### config.mk
export PLATFORM = sky130hd
export DESIGN_NAME = mem_arbiter_flat
export DESIGN_NICKNAME = d
export VERILOG_FILES = /design/src/rtl/mem_arb_pkg.sv /design/src/rtl/mem_arb_if.sv /design/src/rtl/mem_arb_grant.sv /design/src/rtl/mem_arbiter.sv /design/src/flat_wrapper.sv
export SDC_FILE = /design/constraint.sdc
export NUM_CORES = 1
export LEC_CHECK = 0
export CORE_ASPECT_RATIO = 1.4
export CORE_MARGIN = 2
export CORE_UTILIZATION = 41
export CTS_CLUSTER_SIZE = 8
export DETAILED_ROUTE_END_ITERATION = 7
export PLACE_DENSITY = 0.82
export SLEW_MARGIN = 40
export SYNTH_ARGS = -nofsm -noshare
export SYNTH_HDL_FRONTEND = slang
export SYNTH_HIERARCHICAL = 1
export SYNTH_SLANG_ARGS = --single-unit
### constraint.sdc
create_clock -name clk -period 2.35 [get_ports clk]
set_input_delay 0.3525 -clock clk [delete_from_list [all_inputs] [get_ports clk]]
set_output_delay 0.3525 -clock clk [all_outputs]
set_load 0.01 [all_outputs]
### src/rtl/mem_arb_pkg.sv
// Shared types and helpers for the two-port RAM arbiter: state encoding,
// byte-enable codes and the byte merge/extract functions.
package mem_arb_pkg;

  localparam int WORD_W     = 16;
  localparam int REQ_ADDR_W = 16;

  typedef enum logic [2:0] {
    IDLE,
    RD,
    MRG,
    WR,
    RESP
  } state_t;

  localparam logic [1:0] BE_NONE = 2'b00;
  localparam logic [1:0] BE_LO   = 2'b01;
  localparam logic [1:0] BE_HI   = 2'b10;
  localparam logic [1:0] BE_WORD = 2'b11;

  // Replace the enabled lane(s) of the stored word with the matching write lane(s).
  function automatic logic [WORD_W-1:0] byte_merge(input logic [WORD_W-1:0] old_word,
                                                   input logic [WORD_W-1:0] wdata,
                                                   input logic [1:0]        be);
    logic [WORD_W-1:0] merged;
    merged = old_word;
    if (be[0]) merged[7:0]  = wdata[7:0];
    if (be[1]) merged[15:8] = wdata[15:8];
    return merged;
  endfunction

  // Right-justify the selected byte; a no-op read returns zero.
  function automatic logic [WORD_W-1:0] byte_extract(input logic [WORD_W-1:0] word,
                                                     input logic [1:0]        be);
    logic [WORD_W-1:0] result;
    case (be)
      BE_WORD: result = word;
      BE_LO:   result = {8'h00, word[7:0]};
      BE_HI:   result = {8'h00, word[15:8]};
      default: result = '0;
    endcase
    return result;
  endfunction

endpackage

### src/rtl/mem_arb_if.sv
// Bus interfaces for the arbiter: one requester port (req/ack handshake)
// and the single-port RAM bus. master = driving side, slave = responding side.
interface mem_port_if #(
  parameter int DATA_W = 16
);
  logic              req;
  logic              we;
  logic [1:0]        be;
  logic [15:0]       addr;
  logic [DATA_W-1:0] wdata;
  logic              ack;
  logic [DATA_W-1:0] rdata;

  modport master (
    output req, we, be, addr, wdata,
    input  ack, rdata
  );

  modport slave (
    input  req, we, be, addr, wdata,
    output ack, rdata
  );
endinterface

interface ram_if #(
  parameter int DATA_W = 16
);
  logic [15:0]       addr;
  logic [DATA_W-1:0] data_in;
  logic [1:0]        be;
  logic              we;
  logic [DATA_W-1:0] data_out;

  modport master (
    output addr, data_in, be, we,
    input  data_out
  );

  modport slave (
    input  addr, data_in, be, we,
    output data_out
  );
endinterface

### src/rtl/mem_arb_grant.sv
// Two-way grant: fixed M1 priority by default; with MEM_ARB_ROUND_ROBIN_EN
// defined, conflicts go to the port not granted last (pointer resets to M1).
module mem_arb_grant (
`ifdef MEM_ARB_ROUND_ROBIN_EN
  input  logic clk,
  input  logic reset,
  input  logic take,
`endif
  input  logic req0,
  input  logic req1,
  output logic gnt_any,
  output logic gnt_port
);

  assign gnt_any = req0 | req1;

`ifdef MEM_ARB_ROUND_ROBIN_EN
  logic last_q;

  // NOTE: sequential state uses non-blocking assignments so every register
  // samples pre-edge values regardless of block ordering.
  always_ff @(posedge clk or posedge reset) begin
    if (reset) begin
      last_q <= 1'b1;
    end else if (take) begin
      last_q <= gnt_port;
    end
  end

  always_comb begin
    if (req0 && req1) begin
      gnt_port = ~last_q;
    end else begin
      gnt_port = req1;
    end
  end
`else
  assign gnt_port = req1;
`endif

endmodule

### src/rtl/mem_arbiter.sv
// Arbiter/sequencer sharing one 16-bit word RAM between M0 and M1; byte writes
// become read-modify-write. MEM_ARB_ROUND_ROBIN_EN selects round-robin grant.
module mem_arbiter
  import mem_arb_pkg::*;
#(
  parameter int ADDR_W = 8,
  parameter int DATA_W = WORD_W
) (
  input  logic      clk,
  input  logic      reset,
  mem_port_if.slave m0,
  mem_port_if.slave m1,
  ram_if.master     ram,
  output logic      busy
);

  state_t              state_q, state_d;
  logic                gnt_any, gnt_port;

  logic                sel_we;
  logic [1:0]          sel_be;
  logic [REQ_ADDR_W-1:0] sel_addr;
  logic [DATA_W-1:0]   sel_wdata;

  logic                port_q;
  logic                we_q;
  logic [1:0]          be_q;
  logic [ADDR_W-1:0]   addr_q;
  logic [DATA_W-1:0]   wdata_q;
  logic [DATA_W-1:0]   rdata0_q, rdata1_q;

  logic                partial_wr;
  logic                resp_rd;
  logic [DATA_W-1:0]   rd_word;
  logic                unused_addr_hi;

`ifdef MEM_ARB_ROUND_ROBIN_EN
  logic take;
  assign take = (state_q == IDLE) && gnt_any;
`endif

  mem_arb_grant u_grant (
`ifdef MEM_ARB_ROUND_ROBIN_EN
    .clk      (clk),
    .reset    (reset),
    .take     (take),
`endif
    .req0     (m0.req),
    .req1     (m1.req),
    .gnt_any  (gnt_any),
    .gnt_port (gnt_port)
  );

  assign sel_we    = gnt_port ? m1.we    : m0.we;
  assign sel_be    = gnt_port ? m1.be    : m0.be;
  assign sel_addr  = gnt_port ? m1.addr  : m0.addr;
  assign sel_wdata = gnt_port ? m1.wdata : m0.wdata;

  // Address bits above ADDR_W wrap away.
  assign unused_addr_hi = ^sel_addr[REQ_ADDR_W-1:ADDR_W];

  assign partial_wr = we_q && (be_q != BE_WORD) && (be_q != BE_NONE);
  assign resp_rd    = (state_q == RESP) && !we_q;
  assign rd_word    = byte_extract(ram.data_out, be_q);

  always_ff @(posedge clk or posedge reset) begin
    if (reset) begin
      state_q <= IDLE;
    end else begin
      state_q <= state_d;
    end
  end

  // NOTE: every always_comb output gets a default first so no path leaves it
  // unassigned and a latch is never inferred.
  always_comb begin
    state_d = state_q;
    unique case (state_q)
      IDLE: begin
        if (gnt_any) begin
          if (sel_be == BE_NONE) begin
            state_d = RESP;
          end else if (sel_we && (sel_be == BE_WORD)) begin
            state_d = WR;
          end else begin
            state_d = RD;
          end
        end
      end
      RD:      state_d = partial_wr ? MRG : RESP;
      MRG:     state_d = RESP;
      WR:      state_d = RESP;
      RESP:    state_d = IDLE;
      default: state_d = IDLE;
    endcase
  end

  // Request fields are captured once at grant; the requester may drop req afterwards.
  always_ff @(posedge clk or posedge reset) begin
    if (reset) begin
      port_q  <= 1'b0;
      we_q    <= 1'b0;
      be_q    <= BE_NONE;
      addr_q  <= '0;
      wdata_q <= '0;
    end else if ((state_q == IDLE) && gnt_any) begin
      port_q  <= gnt_port;
      we_q    <= sel_we;
      be_q    <= sel_be;
      addr_q  <= sel_addr[ADDR_W-1:0];
      wdata_q <= sel_wdata;
    end
  end

  always_ff @(posedge clk or posedge reset) begin
    if (reset) begin
      rdata0_q <= '0;
      rdata1_q <= '0;
    end else if (resp_rd) begin
      if (port_q) begin
        rdata1_q <= rd_word;
      end else begin
        rdata0_q <= rd_word;
      end
    end
  end

  // RAM strobes decode from the state register alone, so reset kills ram.we at once.
  always_comb begin
    ram.addr    = {{(REQ_ADDR_W - ADDR_W){1'b0}}, addr_q};
    ram.be      = BE_WORD;
    ram.we      = (state_q == MRG) || (state_q == WR);
    ram.data_in = wdata_q;
    if (state_q == MRG) begin
      ram.data_in = byte_merge(ram.data_out, wdata_q, be_q);
    end
  end

  // The RAM word arrives during RESP, so the ack cycle forwards it; the register holds it after.
  always_comb begin
    m0.ack   = (state_q == RESP) && !port_q;
    m1.ack   = (state_q == RESP) &&  port_q;
    m0.rdata = (resp_rd && !port_q) ? rd_word : rdata0_q;
    m1.rdata = (resp_rd &&  port_q) ? rd_word : rdata1_q;
  end

  assign busy = (state_q != IDLE);

endmodule
### src/flat_wrapper.sv
// flat-port wrapper written by rule: the top's interface ports become plain ports
module mem_arbiter_flat import mem_arb_pkg::*;
#(
  parameter int ADDR_W = 8,
  parameter int DATA_W = WORD_W
)
  (clk, reset, busy, m0_req, m0_we, m0_be, m0_addr, m0_wdata, m0_ack, m0_rdata, m1_req, m1_we, m1_be, m1_addr, m1_wdata, m1_ack, m1_rdata, ram_addr, ram_data_in, ram_be, ram_we, ram_data_out);
  mem_port_if #(.DATA_W(DATA_W)) m0_i ();
  mem_port_if #(.DATA_W(DATA_W)) m1_i ();
  ram_if #(.DATA_W(DATA_W)) ram_i ();
  input  logic clk;
  input  logic reset;
  output logic busy;
  input wire logic [$bits(m0_i.req)-1:0] m0_req;
  input wire logic [$bits(m0_i.we)-1:0] m0_we;
  input wire logic [$bits(m0_i.be)-1:0] m0_be;
  input wire logic [$bits(m0_i.addr)-1:0] m0_addr;
  input wire logic [$bits(m0_i.wdata)-1:0] m0_wdata;
  output wire logic [$bits(m0_i.ack)-1:0] m0_ack;
  output wire logic [$bits(m0_i.rdata)-1:0] m0_rdata;
  input wire logic [$bits(m1_i.req)-1:0] m1_req;
  input wire logic [$bits(m1_i.we)-1:0] m1_we;
  input wire logic [$bits(m1_i.be)-1:0] m1_be;
  input wire logic [$bits(m1_i.addr)-1:0] m1_addr;
  input wire logic [$bits(m1_i.wdata)-1:0] m1_wdata;
  output wire logic [$bits(m1_i.ack)-1:0] m1_ack;
  output wire logic [$bits(m1_i.rdata)-1:0] m1_rdata;
  output wire logic [$bits(ram_i.addr)-1:0] ram_addr;
  output wire logic [$bits(ram_i.data_in)-1:0] ram_data_in;
  output wire logic [$bits(ram_i.be)-1:0] ram_be;
  output wire logic [$bits(ram_i.we)-1:0] ram_we;
  input wire logic [$bits(ram_i.data_out)-1:0] ram_data_out;
  assign m0_i.req = m0_req;
  assign m0_i.we = m0_we;
  assign m0_i.be = m0_be;
  assign m0_i.addr = m0_addr;
  assign m0_i.wdata = m0_wdata;
  assign m0_ack = m0_i.ack;
  assign m0_rdata = m0_i.rdata;
  assign m1_i.req = m1_req;
  assign m1_i.we = m1_we;
  assign m1_i.be = m1_be;
  assign m1_i.addr = m1_addr;
  assign m1_i.wdata = m1_wdata;
  assign m1_ack = m1_i.ack;
  assign m1_rdata = m1_i.rdata;
  assign ram_addr = ram_i.addr;
  assign ram_data_in = ram_i.data_in;
  assign ram_be = ram_i.be;
  assign ram_we = ram_i.we;
  assign ram_i.data_out = ram_data_out;
  mem_arbiter #(.ADDR_W(ADDR_W), .DATA_W(DATA_W)) u_core (.clk(clk), .reset(reset), .m0(m0_i), .m1(m1_i), .ram(ram_i), .busy(busy));
endmodule
==> results.md <==
* H-tree depth at 3
* Routed wire per std cell at 18.6 microns
* Synth area leaders: dfrtp_1 (49%), mux2_2 (14%), mux2i_1 (8.4%), mux2_4 (4.7%), a21oi_1 (4.2%)
* Pre-antenna DRT Iters at 4
* Vias at about 2700
* Hold Path Class: input pin to async pin
* Finished Core Util at 0.688
* Vias per inst at a little over 5
* Worst VDD drop at 534 uV
* Total Routing Usage GR at 0.226
* Commonest non-fill, non-tap cell in the layout: clkdlybuf4s50_1
* Number of enable flip-flop cells after synthesis at 0
* Reg clk slew, reported paths at 0.07 ns
* Outcome: finished, violations left
* Worst-Margin Slew at 0.767 ns
* Die Span Y at 109 microns
* Post-route clock period utilization at 1.08
* RePlAce Congestion at 0.815
* RSZ-0062 raised after global routing: true
* Grt total ovfl at 0
* Io pins at 160
* Worst path required time at ~2.0 ns
* Kind of critical path: flop to output pin
* Reg2reg path depth at 5
* Failing checks: negative setup slack
* Core area at 0.00770 sq mm
* Max Fclk at 395 MHz
* Final setup violation count at 48
* Dominant cell type by area after synthesis: dfrtp_1
* Worst setup margin at -0.179 ns
* CTS Root Buffer Type: clkbuf_8
* Buffers from clock root to sink, at most at 2
* Yosys top cell area share at 0.490
* Crit path max fanout at 8
* Final ANT Viol Nets at 0
* Pre-CTS setup slack at -0.170 ns
* CTS sink cnt at 63
* Max-cap violations at 0
* Hold Vio Cnt, Final at 0
* Final WL at 9880 microns
* Mapped Area at 0.00322 sq mm
* Area Overhead vs Synth at 64.7%
* Post-DP HPWL at between 6000 and 7000 microns
* Predominant post-synthesis flop cell: dfrtp_1
* Synth Register Bits at 63
* Vias in the first global route at 2729
* Syn Inst Count at 266
* Async SR Flop Fraction at 1.00
* First-pass GRT wire length at 14300 microns
* CTS tree: built
* Largest net degree at the start of global routing at 56
* Post-synth cell types at 42
* Synth warn at 6
* Share of cells above drive strength 1 at 0.390
* Post-layout net count at about 520
* CP Capture Type: output pin
* Minimum hold slack at 0.327 ns
* CP arrival at 2.18 ns
* Antenna cells at 0
* CP startpoint kind: flop
* Fin Setup TNS at -5.76 ns
* Pwr per Cell Area at 1220 mW/mm^2
* Initial Utilization at 0.417
* Clock buffer count from CTS at 9
* Max Slew Vio Count at 0
* DRC Markers at 0
* DIE AREA at 0.00858 sq mm
* Skew final at 0.0113 ns
* Port bufs at around 130
* Max_slew headroom at 0.488
* Syn avg cell area at around 12 sq um
* Row count at 38
* Chip Width at 78.8 microns
* Initial antenna violation count at 0
* Most frequent cells in the layout: clkdlybuf4s50_1 (83), dfrtp_1 (63), buf_6 (56), mux2_4 (42), nor2_1 (29)
* First-iteration detailed-routing DRC count at ~140
* Worst skew pair latency at roughly 0.35 ns
* Fin crit period at 2.53 ns
* Seq/Total Area, Yosys at 0.490
* P_leak at 2.49 nW
where the power goes:
group	internal, mW	switching (mW)	total [mW]	leakage (nW)
sequential	1.57	0.245	1.82	0.762
clock	0.514	0.420	0.935	0.100
combinational	2.16	1.57	3.73	1.63
final timing paths:
check | from | slack (ns) | endpoint
hold / removal | reset | 0.33 | u_core/be_q[1]
hold reg to reg | u_core/rdata0_q[12] | 0.50 | u_core/rdata0_q[12]
setup reg to reg | u_core/state_q[1] | 0.41 | u_core/rdata1_q[6]
min in group clk | m1_req | 0.35 | u_core/port_q
max in group asynchronous | reset | 1.42 | u_core/rdata0_q[12]
setup / recovery | u_core/state_q[1] | -0.18 | m1_rdata[1]
cell usage after synthesis (3+ instances only):
cell type   n
mux2_4     10
a22o_2      8
mux2_2     39
nor2_1     29
and3_1      6
buf_4      11
a21oi_1    27
dfrtp_1    63
clkbuf_1    6
mux2i_1    27
and3_2      3
buf_2       3
cell families after synthesis:
family / count (synthesis) / share of synthesized area
multiplexers: 76 / 0.267
flip-flops: 63 / 0.490
AND/OR/NAND/NOR: 57 / 0.0957
AO/OA/AOI/OAI: 39 / 0.0770
buffers and inverters: 28 / 0.0646
other: 2 / 0.00234
XOR/XNOR: 1 / 0.00272
area by class of cell:
class,count,area (sq um)
fill,582,2410
timing repair buffer,168,1790
multi-input combinational,183,1610
sequential,63,1580
clock buffer,12,145
tap,100,125
clock inverter,4,45.0
inverter,1,3.75
metal layers:
layer	track usage	vias to the layer above	share of wire
li1	-	1243	-
met4	0.0911	0	0.030
met3	0.0563	24	0.060
met1	0.256	1335	0.37
met5	0	-	0
met2	0.405	126	0.54
sequential cells by signal, indices dropped and copies added, names as in the netlist:
register and count:
u_core/addr_q 8, u_core/be_q 2, u_core/port_q 1, u_core/rdata0_q 16, u_core/rdata1_q 16, u_core/state_q 3
u_core/wdata_q 16, u_core/we_q 1
critical path: stages, from the launching register on:
cell and delay, ns:
dfrtp_1 0.38, or3b_4 0.41, or3b_4 0.43, buf_12 0.17, mux2_4 0.31, buf_6 0.12
what timing repair did:
item / 4_1_cts / 5_1_grt
pin swaps: 3 / 3
hold buffers: 0 / 0
setup endpoints to repair: 48 / 49
endpoints found under the hold margin: 0 / 0
gates cloned: 2 / 0
gates resized for setup: 280 / 10
buffers inserted: 12 / 6
through the flow:
stage	cell area, sq um	cells	power [mW]
floorplan	3250	274	3.44
global placement	4670	495	4.86
detailed placement	4670	495	4.94
CTS	5220	525	6.38
global route	5300	531	6.85
finish	5300	531	6.48
No activity file was read; power rests on OpenSTA's default activity.
